==> src/rtl/tlb_pkg.sv <==
// Shared widths, FSM state and TLB entry layout for the TLB-lookup stage.
package tlb_pkg;

    localparam int VPN_W    = 8;
    localparam int PPN_W    = 8;
    localparam int OFFSET_W = 8;
    localparam int VADDR_W  = VPN_W + OFFSET_W;
    localparam int PADDR_W  = PPN_W + OFFSET_W;

    typedef enum logic [1:0] {
        ST_IDLE,
        ST_WALK,
        ST_REFILL
    } tlb_state_t;

    typedef struct packed {
        logic             valid;
        logic [VPN_W-1:0] vpn;
        logic [PPN_W-1:0] ppn;
    } tlb_entry_t;

endpackage

==> src/rtl/tlb_walk_if.sv <==
// Page-table-walk handshake between the TLB stage controller and the walker.
interface tlb_walk_if;

    logic                      walk_req;
    logic [tlb_pkg::VPN_W-1:0] walk_vpn;
    logic                      walk_ack;
    logic [tlb_pkg::PPN_W-1:0] walk_ppn;
    logic                      walk_fault;

    modport master (
        output walk_req,
        output walk_vpn,
        input  walk_ack,
        input  walk_ppn,
        input  walk_fault
    );

    modport slave (
        input  walk_req,
        input  walk_vpn,
        output walk_ack,
        output walk_ppn,
        output walk_fault
    );

endinterface

==> src/rtl/tlb_cam.sv <==
// Fully associative TLB storage: lowest-index-wins lookup, round-robin refill
// port and a flush that clears every valid bit.
module tlb_cam
    import tlb_pkg::*;
#(
    parameter int ENTRIES = 4
) (
    input  logic             clk,
    input  logic             reset,
    input  logic             flush,
    input  logic [VPN_W-1:0] lookup_vpn,
    output logic             hit,
    output logic [PPN_W-1:0] hit_ppn,
    input  logic             wr_en,
    input  logic [VPN_W-1:0] wr_vpn,
    input  logic [PPN_W-1:0] wr_ppn
);

    localparam int RR_W = $clog2(ENTRIES);

    tlb_entry_t      entry_q [ENTRIES];
    logic [RR_W-1:0] rr_q;

    // Scanning from the top down lets the lowest matching index overwrite the rest.
    always_comb begin
        hit     = 1'b0;
        hit_ppn = '0;
        for (int i = ENTRIES - 1; i >= 0; i--) begin
            if (entry_q[i].valid && (entry_q[i].vpn == lookup_vpn)) begin
                hit     = 1'b1;
                hit_ppn = entry_q[i].ppn;
            end
        end
    end

    // A flush on the refill edge suppresses the write, so the pointer holds too.
    always_ff @(posedge clk) begin
        if (!reset) begin
            for (int i = 0; i < ENTRIES; i++) begin
                entry_q[i] <= '0;
            end
            rr_q <= '0;
        end else if (flush) begin
            for (int i = 0; i < ENTRIES; i++) begin
                entry_q[i].valid <= 1'b0;
            end
        end else if (wr_en) begin
            entry_q[rr_q] <= '{valid: 1'b1, vpn: wr_vpn, ppn: wr_ppn};
            rr_q          <= rr_q + RR_W'(1);
        end
    end

endmodule

==> src/rtl/tlb_stage_ctrl.sv <==
// TLB-lookup stage controller: translates on a hit with no added latency,
// otherwise stalls upstream, walks the page table and refills one entry.
module tlb_stage_ctrl
    import tlb_pkg::*;
#(
    parameter int ENTRIES = 4
) (
    input  logic               clk,
    input  logic               reset,
    input  logic               req_valid,
    input  logic [VADDR_W-1:0] req_vaddr,
    input  logic               flush,
    output logic               enable_tlblookup,
    output logic [PADDR_W-1:0] paddr,
    output logic               stall,
    output logic               fault,
    tlb_walk_if.master         walk
);

    tlb_state_t       state_q, state_d;
    logic             fault_q, fault_d;
    logic [VPN_W-1:0] walk_vpn_q;
    logic [PPN_W-1:0] walk_ppn_q;
    logic             latch_vpn;
    logic             refill_wr;
    logic             walk_req_c;
    logic             cam_hit;
    logic [PPN_W-1:0] cam_ppn;
    logic [VPN_W-1:0] req_vpn;

    assign req_vpn = req_vaddr[VADDR_W-1 -: VPN_W];

    tlb_cam #(
        .ENTRIES (ENTRIES)
    ) u_cam (
        .clk        (clk),
        .reset      (reset),
        .flush      (flush),
        .lookup_vpn (req_vpn),
        .hit        (cam_hit),
        .hit_ppn    (cam_ppn),
        .wr_en      (refill_wr),
        .wr_vpn     (walk_vpn_q),
        .wr_ppn     (walk_ppn_q)
    );

    always_ff @(posedge clk) begin
        if (!reset) begin
            state_q    <= ST_IDLE;
            fault_q    <= 1'b0;
            walk_vpn_q <= '0;
            walk_ppn_q <= '0;
        end else begin
            state_q <= state_d;
            fault_q <= fault_d;
            if (latch_vpn) begin
                walk_vpn_q <= req_vpn;
            end
            if ((state_q == ST_WALK) && walk.walk_ack) begin
                walk_ppn_q <= walk.walk_ppn;
            end
        end
    end

    // The cycle after a faulting walk lets the op advance carrying the fault
    // instead of looking it up again.
    always_comb begin
        state_d          = state_q;
        fault_d          = 1'b0;
        latch_vpn        = 1'b0;
        refill_wr        = 1'b0;
        walk_req_c       = 1'b0;
        enable_tlblookup = 1'b0;
        stall            = 1'b0;
        fault            = 1'b0;
        paddr            = '0;
        if (reset) begin
            unique case (state_q)
                ST_IDLE: begin
                    if (fault_q) begin
                        enable_tlblookup = 1'b1;
                        fault            = 1'b1;
                    end else if (!req_valid) begin
                        enable_tlblookup = 1'b1;
                    end else if (cam_hit) begin
                        enable_tlblookup = 1'b1;
                        paddr            = {cam_ppn, req_vaddr[OFFSET_W-1:0]};
                    end else begin
                        stall     = 1'b1;
                        latch_vpn = 1'b1;
                        state_d   = ST_WALK;
                    end
                end
                ST_WALK: begin
                    walk_req_c = 1'b1;
                    stall      = 1'b1;
                    if (walk.walk_ack) begin
                        if (walk.walk_fault) begin
                            fault_d = 1'b1;
                            state_d = ST_IDLE;
                        end else begin
                            state_d = ST_REFILL;
                        end
                    end
                end
                ST_REFILL: begin
                    stall     = 1'b1;
                    refill_wr = 1'b1;
                    state_d   = ST_IDLE;
                end
                default: state_d = ST_IDLE;
            endcase
        end
    end

    assign walk.walk_req = walk_req_c;
    assign walk.walk_vpn = walk_vpn_q;

endmodule

==> src/flat_wrapper.sv <==
// flat-port wrapper written by rule: the top's interface ports become plain ports
module tlb_stage_ctrl_flat import tlb_pkg::*;
#(
    parameter int ENTRIES = 4
)
  (clk, reset, req_valid, req_vaddr, flush, enable_tlblookup, paddr, stall, fault, walk_walk_req, walk_walk_vpn, walk_walk_ack, walk_walk_ppn, walk_walk_fault);
  tlb_walk_if walk_i ();
  input  logic clk;
  input  logic reset;
  input  logic req_valid;
  input  logic [VADDR_W-1:0] req_vaddr;
  input  logic flush;
  output logic enable_tlblookup;
  output logic [PADDR_W-1:0] paddr;
  output logic stall;
  output logic fault;
  output wire logic [$bits(walk_i.walk_req)-1:0] walk_walk_req;
  output wire logic [$bits(walk_i.walk_vpn)-1:0] walk_walk_vpn;
  input wire logic [$bits(walk_i.walk_ack)-1:0] walk_walk_ack;
  input wire logic [$bits(walk_i.walk_ppn)-1:0] walk_walk_ppn;
  input wire logic [$bits(walk_i.walk_fault)-1:0] walk_walk_fault;
  assign walk_walk_req = walk_i.walk_req;
  assign walk_walk_vpn = walk_i.walk_vpn;
  assign walk_i.walk_ack = walk_walk_ack;
  assign walk_i.walk_ppn = walk_walk_ppn;
  assign walk_i.walk_fault = walk_walk_fault;
  tlb_stage_ctrl #(.ENTRIES(ENTRIES)) u_core (.clk(clk), .reset(reset), .req_valid(req_valid), .req_vaddr(req_vaddr), .flush(flush), .enable_tlblookup(enable_tlblookup), .paddr(paddr), .stall(stall), .fault(fault), .walk(walk_i));
endmodule
==> config.mk <==
export PLATFORM = sky130hd
export DESIGN_NAME = tlb_stage_ctrl_flat
export DESIGN_NICKNAME = d
export VERILOG_FILES = /design/src/rtl/tlb_pkg.sv /design/src/rtl/tlb_walk_if.sv /design/src/rtl/tlb_cam.sv /design/src/rtl/tlb_stage_ctrl.sv /design/src/flat_wrapper.sv
export SDC_FILE = /design/constraint.sdc
export NUM_CORES = 1
export LEC_CHECK = 0
export CAP_MARGIN = 5
export CORE_ASPECT_RATIO = 0.5
export CORE_MARGIN = 3
export CORE_UTILIZATION = 40
export DETAILED_ROUTE_END_ITERATION = 10
export GPL_TIMING_DRIVEN = 1
export MAX_ROUTING_LAYER = met4
export PLACE_DENSITY_LB_ADDON = 0.2
export SLEW_MARGIN = 20
export SYNTH_ARGS = -nofsm -noshare
export SYNTH_HDL_FRONTEND = slang
export SYNTH_SLANG_ARGS = --single-unit
==> constraint.sdc <==
create_clock -name clk -period 5.1 [get_ports clk]
set_clock_uncertainty 0.15 [all_clocks]
set_input_delay 1.275 -clock clk [delete_from_list [all_inputs] [get_ports clk]]
set_output_delay 1.275 -clock clk [all_outputs]
set_load 0.02 [all_outputs]
=== After elaboration in Yosys (flattened, before gate mapping) ===
Memories as Yosys holds them, arrays and structs flattened.
Cells that the tools add are included.

* $add $sub $neg: 1
* Equal/unequal tests: 10
* Muxes and demuxes: 54
* Bitwise operators: 5
* Reduce and logical (&&, ||, !) cells: 11

{| class="wikitable"
|+ Operators with widths
! cell !! count
|-
| $mux 16 || 5
|-
| $mux 1 || 35
|-
| $eq 8x8->1 || 4
|-
| $mux 8 || 4
|-
| $mux 17 || 1
|-
| $reduce_or 17->1 || 1
|-
| $mux 2 || 7
|-
| $ne 2x2->1 const B || 4
|-
| $logic_and 1x1->1 || 5
|-
| $or 1x1->1 || 4
|-
| $pmux 2 s2 || 1
|-
| $reduce_and 4->1 || 1
|-
| $reduce_and 3->1 || 1
|-
| $add 2x1->2 const B || 1
|-
| $eq 2x1->1 const B || 1
|-
| $eq 2x2->1 const B || 1
|-
| $logic_not 2->1 || 1
|-
| $pmux 1 s2 || 1
|-
| $reduce_and 2->1 || 1
|-
| $reduce_or 2->1 || 1
|-
| $not 1->1 || 1
|}

* Register bits after elaboration: 21
* Memory bits (writable): 68
* Input bits: 30
* Output and inout bits: 28
* Logic and storage cells: 87
* Memories: 1

{| class="wikitable"
|+ Memories
! name !! words !! width !! read ports !! clocked after Yosys merged registers in !! wr ports !! line !! source
|-
| u_core.u_cam.entry_q || 4 || 17 || 4 || 0 || 4 || tlb_cam.sv:21 || <nowiki>tlb_entry_t entry_q [ENTRIES];</nowiki>
|}

=== Logic depth before layout (Yosys ltp) ===
An unclocked memory read counts as a cell.

* Word-level depth: 12
* Mapped depth: 8

=== Hierarchy ===
Synthesis repeated with hierarchy kept, for this count alone.

* Cells, all modules: 383
* Area total of the unflattened synthesis: 4376.7 sq um

{| class="wikitable"
|+ Modules (own cells, without submodules)
! module !! instances !! cells an instance !! area an instance (sq um) !! sequential area each (sq um)
|-
| tlb_cam || 1 || 266 || 3427.0 || 2042.0
|-
| tlb_stage_ctrl || 1 || 117 || 949.7 || 380.4
|}

=== Worst setup path after synthesis ===
No wires, ideal clock.

* Path kind: in2out
* From: input port req_vaddr[13]
* To: output port paddr[10]
* Data arrival time: 3234 ps
* Required time: 3675 ps
* Path slack: 441 ps
* Stages on the path: 8
* Path buffers: 2
* Cell sequence: buf_2 -> xnor2_4 -> nand4_2 -> nor3_4 -> nor4_4 -> or3_1 -> buf_2 -> a221oi_1

* Word-level cells in the longest chain between the ends: 11

{| class="wikitable"
|+ RTL lines
! what !! line !! source
|-
| start: declaration || flat_wrapper.sv:11 || <nowiki>input logic [VADDR_W-1:0] req_vaddr;</nowiki>
|-
| $eq 8x8->1 || tlb_cam.sv:29 || <nowiki>if (entry_q[i].valid && (entry_q[i].vpn == lookup_vpn)) begin</nowiki>
|-
| $logic_and 1x1->1 || tlb_cam.sv:29 ||
|-
| $mux 8 / $mux 1 (equally long branches) (4 in a row) || tlb_cam.sv:29 ||
|-
| $mux 16 (*) || tlb_stage_ctrl.sv:85 || <nowiki>end else if (cam_hit) begin</nowiki>
|-
| $mux 16 (*) || tlb_stage_ctrl.sv:83 || <nowiki>end else if (!req_valid) begin</nowiki>
|-
| $mux 16 (*) || tlb_stage_ctrl.sv:80 || <nowiki>if (fault_q) begin</nowiki>
|-
| $mux 16 (*) || tlb_stage_ctrl.sv:78 || <nowiki>unique case (state_q)</nowiki>
|-
| $mux 16 (*) || tlb_stage_ctrl.sv:77 || <nowiki>if (reset) begin</nowiki>
|-
| end: declaration || flat_wrapper.sv:14 || <nowiki>output logic [PADDR_W-1:0] paddr;</nowiki>
|}

Every way passes the cells marked *; elsewhere a longest branch is shown, timed or not.

=== Worst setup path after layout ===
* From: input port req_vaddr[8]
* To: output port paddr[10]

Same word-level chain as after synthesis.

==> metrics.md <==
| Metric | Value |
|---|---|
| Mapped Area | `4486 um^2` |
| CTS sink cnt | `89` |
| Max Fanout on Critical Path | `8` |
| Hold Violations, Final | `0` |
| Core ar. | `10570 um^2` |
| Maximum number of pins on one net before global-route repair | `18` |
| Share of cells above drive strength 1 | `0.1975` |
| PD cells | `300.3 nW/um^2` |
| Worst r2r src | `u_core.u_cam.entry_q[3][8]` |
| Period minus WS final | `4.991 ns` |
| Pre-Repair DR Iteration Count | `4` |
| Worst hold slack | `0.3126 ns` |
| Synth Area in Adders | `0.02510` |
| Clk Latency, worst-skew pair | `0.34 ns` |
| Status | `completed` |
| DP Area | `5326 um^2` |
| Ys Warns | `0` |
| Number of vias in the routed layout | `3065` |
| Hold_sp | `u_core.u_cam.entry_q[0][16]` |
| Avg Cell Area, Syn | `11.50 um^2` |
| Area delta synth->final | `25.19%` |
| Worst reg2reg path depth | `7` |
| Antenna violations before repair | `0` |
| Initial DRC Count | `214` |
| Final WL | `10560 um` |
| Setup WS pre-CTS | `-0.4810 ns` |
| Finished Cell Area | `5615 um^2` |
| Asr flop ratio synth | `0` |
| Hold Path Stages | `1` |
| Final Net Count | `505` |
| # setup viols final | `0` |
| Grt total ovfl | `0` |
| Synth unique cells | `43` |
| Die width | `155.8 um` |
| Simple-gate share of the synthesized area | `0.2000` |
| Register clock-pin slew on the reported worst setup and hold paths | `0.06 ns` |
| Worst EP arrival | `3.57 ns` |
| Post-synthesis compound-gate area fraction | `0.08089` |
| Sequential fraction of the synthesis area | `0.5400` |
| Max-Cap Viols | `0` |
| DR vias/cell | `5.016` |
| Leak | `0.002232 uW` |
| Num CTS Buffers | `9` |
| Flop2flop setup slack | `2.77 ns` |
| Xor and xnor area share after synthesis | `0.08536` |
| Kind of critical path | `primary input to primary output` |
| Overall die height | `80.88 um` |
| Mux share of post-synthesis cell area | `0.01785` |
| Initial Utilization | `0.4243` |
| Full die area | `12600 um^2` |
| Reg power frac | `0.490` |
| Crit share post-route | `0.9785` |
| Row cnt | `26` |
| Vias in the first global route | `2997` |
| CTS tree | `built` |
| RSZ-0062 raised after global routing | `no` |
| Hold Crit Class | `register to register` |
| Power, Total | `1686 uW` |
| Post-CTS Repair Setup Buffers | `0` |
| Main synth FF type | `edfxtp_1` |
| CTS root buf | `clkbuf_16` |
| Number of H-tree levels | `3` |
| Detailed placement HPWL | `7423 um` |
| Relative slew slack | `0.5570` |
| Global-route wire length before repair | `16640 um` |
| CTS Buffer Depth | `2` |
| WL/cell | `17.28 um` |
| Internal Pwr Total | `1291 uW` |
| Antenna viol nets, final | `0` |
| Reg-to-reg endpoint | `u_core.walk.walk_vpn[2]` |
| Worst setup margin | `0.1095 ns` |
| All-Layer GR Usage | `0.1833` |
| # IOs | `58` |
| Fillers | `926` |
| Post-synth EDFFs | `64` |
| I/O Buffers | `57` |
| Crit start category | `primary input` |
| Final core occ | `0.5311` |
| Peak Freq | `200.4 MHz` |
| Antenna cell count | `0` |
| Worst Hold End | `u_core.u_cam.entry_q[0][16]` |
| Combinational share of power | `0.104` |
| Syn nets | `429` |
| Net Sw Frac | `0.2342` |
| Switching power | `394.9 uW` |
| GPL Wtd Cong | `0.7877` |
| Least-Margin Pin Slew | `0.6620 ns` |
| Peak supply drop | `153.9 uV` |
| Largest family of logic cells by synthesized area | `simple AND/OR/NAND/NOR gates` |
| Required time of the critical path | `3.67 ns` |
| FF+latch count, synth | `89` |
| Count of pins over their slew limit | `0` |
| Clock network power share | `0.406` |
| DRC errors left | `0` |
| Crit end category | `primary output` |
| Post-Synthesis Cells | `390` |
synthesized netlist by cell type (3+ instances only):
| cell | instances | area, um^2 |
|---|---|---|
| and2_1 | 72 | 450.4 |
| edfxtp_1 | 64 | 1922 |
| nand2_1 | 26 | 97.59 |
| dfxtp_1 | 25 | 500.5 |
| xnor2_1 | 25 | 219.0 |
| a21oi_1 | 20 | 100.1 |
| inv_1 | 20 | 75.07 |
| clkbuf_1 | 15 | 56.30 |
| nand3_1 | 14 | 70.07 |
| ha_1 | 9 | 112.6 |
| mux2i_1 | 8 | 80.08 |
| buf_6 | 7 | 78.83 |
| and3_1 | 6 | 37.54 |
| nor2_1 | 6 | 22.52 |
| a21o_1 | 5 | 37.54 |
| o21ai_0 | 5 | 25.02 |
| xnor2_2 | 5 | 81.33 |
| a211oi_1 | 4 | 30.03 |
| a21o_2 | 4 | 35.03 |
| a221oi_1 | 4 | 35.03 |
| a22oi_1 | 4 | 30.03 |
| nand2b_1 | 4 | 25.02 |
| nand4_1 | 4 | 25.02 |
| nor3_1 | 4 | 20.02 |
| o21a_1 | 4 | 30.03 |
| or3_1 | 4 | 25.02 |
| xnor2_4 | 3 | 82.58 |
critical path, cell delays in order:
cell and delay (ns):
clkdlybuf4s50_1 0.51, buf_4 0.21, xnor2_1 0.19, nand4_1 0.12
nor3_1 0.15, buf_4 0.15, nor4_4 0.04, or3_4 0.46
a221oi_1 0.23, buf_2 0.22
routing by layer:
metal / share of wire / vias to the layer above / track usage
li1: - / 1492 / -
met1: 0.49 / 1443 / 0.2583
met2: 0.42 / 118 / 0.2680
met3: 0.074 / 12 / 0.04417
met4: 0.011 / 0 / 0.04405
met5: 0 / - / -
through the flow:
stage          cells  setup TNS, ns
2_1_floorplan    390              0
3_3_place_gp     595         -5.162
3_5_place_dp     595         -5.015
4_1_cts          611      -0.006603
5_1_grt          611              0
6_report         611              0
worst max-delay path by stage:
stage,endpoint,slack [ns],startpoint,depth (start not counted)
2_1_floorplan,paddr[10],0.44,req_vaddr[13],8
3_3_place_gp,paddr[13],-0.47,req_vaddr[13],9
3_5_place_dp,paddr[14],-0.48,req_vaddr[13],9
4_1_cts,paddr[11],-0.007,req_vaddr[13],9
5_1_grt,paddr[10],0.01,req_vaddr[8],10
6_report,paddr[10],0.11,req_vaddr[8],10
logic make-up (layout without fill, tap and decap cells):
group | Yosys count | after routing
flops | 89 | 89
compound gates | 55 | 55
buf+inv | 45 | 126
simple gates | 151 | 151
fa+ha+maj | 9 | 9
mux | 8 | 8
xor+xnor | 33 | 33
repair_timing:
item | in CTS | in global routing
hold buffers | 0 | 0
resized for setup | 40 | 33
pin swaps | 1 | 1
setup endpoints to repair | 17 | 16
layout by cell type, fill, tap and decap left out, types with 2 or more instances in the layout:
master,count
or3_1,3
ha_1,9
and2_1,72
a21oi_1,20
a221oi_1,2
nor3_1,4
xnor2_1,23
a22oi_1,4
nor3_4,3
nand4_1,4
and3_1,6
dfxtp_1,25
clkbuf_16,11
buf_2,7
o21ai_0,5
mux2i_1,8
xnor2_4,3
clkbuf_2,9
buf_4,32
a211oi_1,3
a21o_2,4
a21o_1,5
clkdlybuf4s50_1,39
nand2_1,26
o21a_1,4
a221oi_2,2
edfxtp_1,64
xnor2_2,7
nand2b_1,4
nand3_1,14
inv_1,20
clkinv_4,3
nor2b_1,2
nor2_1,6
power groups by stage:
stage,registers (uW),logic [uW],clock network [uW]
floorplan,842,96.1,0
global placement,841,176,0
detailed placement,842,176,0
CTS,826,177,693
global route,831,191,725
finish,826,176,684
flip-flops by register name (all words and copies together), names as in the netlist:
| signal | count |
|---|---|
| u_core.fault_q | 1 |
| u_core.state_q | 2 |
| u_core.u_cam.entry_q | 68 |
| u_core.u_cam.rr_q | 2 |
| u_core.walk.walk_vpn | 8 |
| u_core.walk_ppn_q | 8 |
area by class of cell:
class | count | area, um^2 | share of cell area
inverters | 20 | 75.07 | 0.01337
multi-input cells | 256 | 1879 | 0.3347
clock buffers | 12 | 289.0 | 0.05147
well taps | 140 | 175.2 | 0.03119
clock inverters | 4 | 31.28 | 0.005570
repair buffers | 90 | 743.2 | 0.1324
flip-flops and latches | 89 | 2422 | 0.4314
Note: power is estimated with default switching activity, not from simulation.
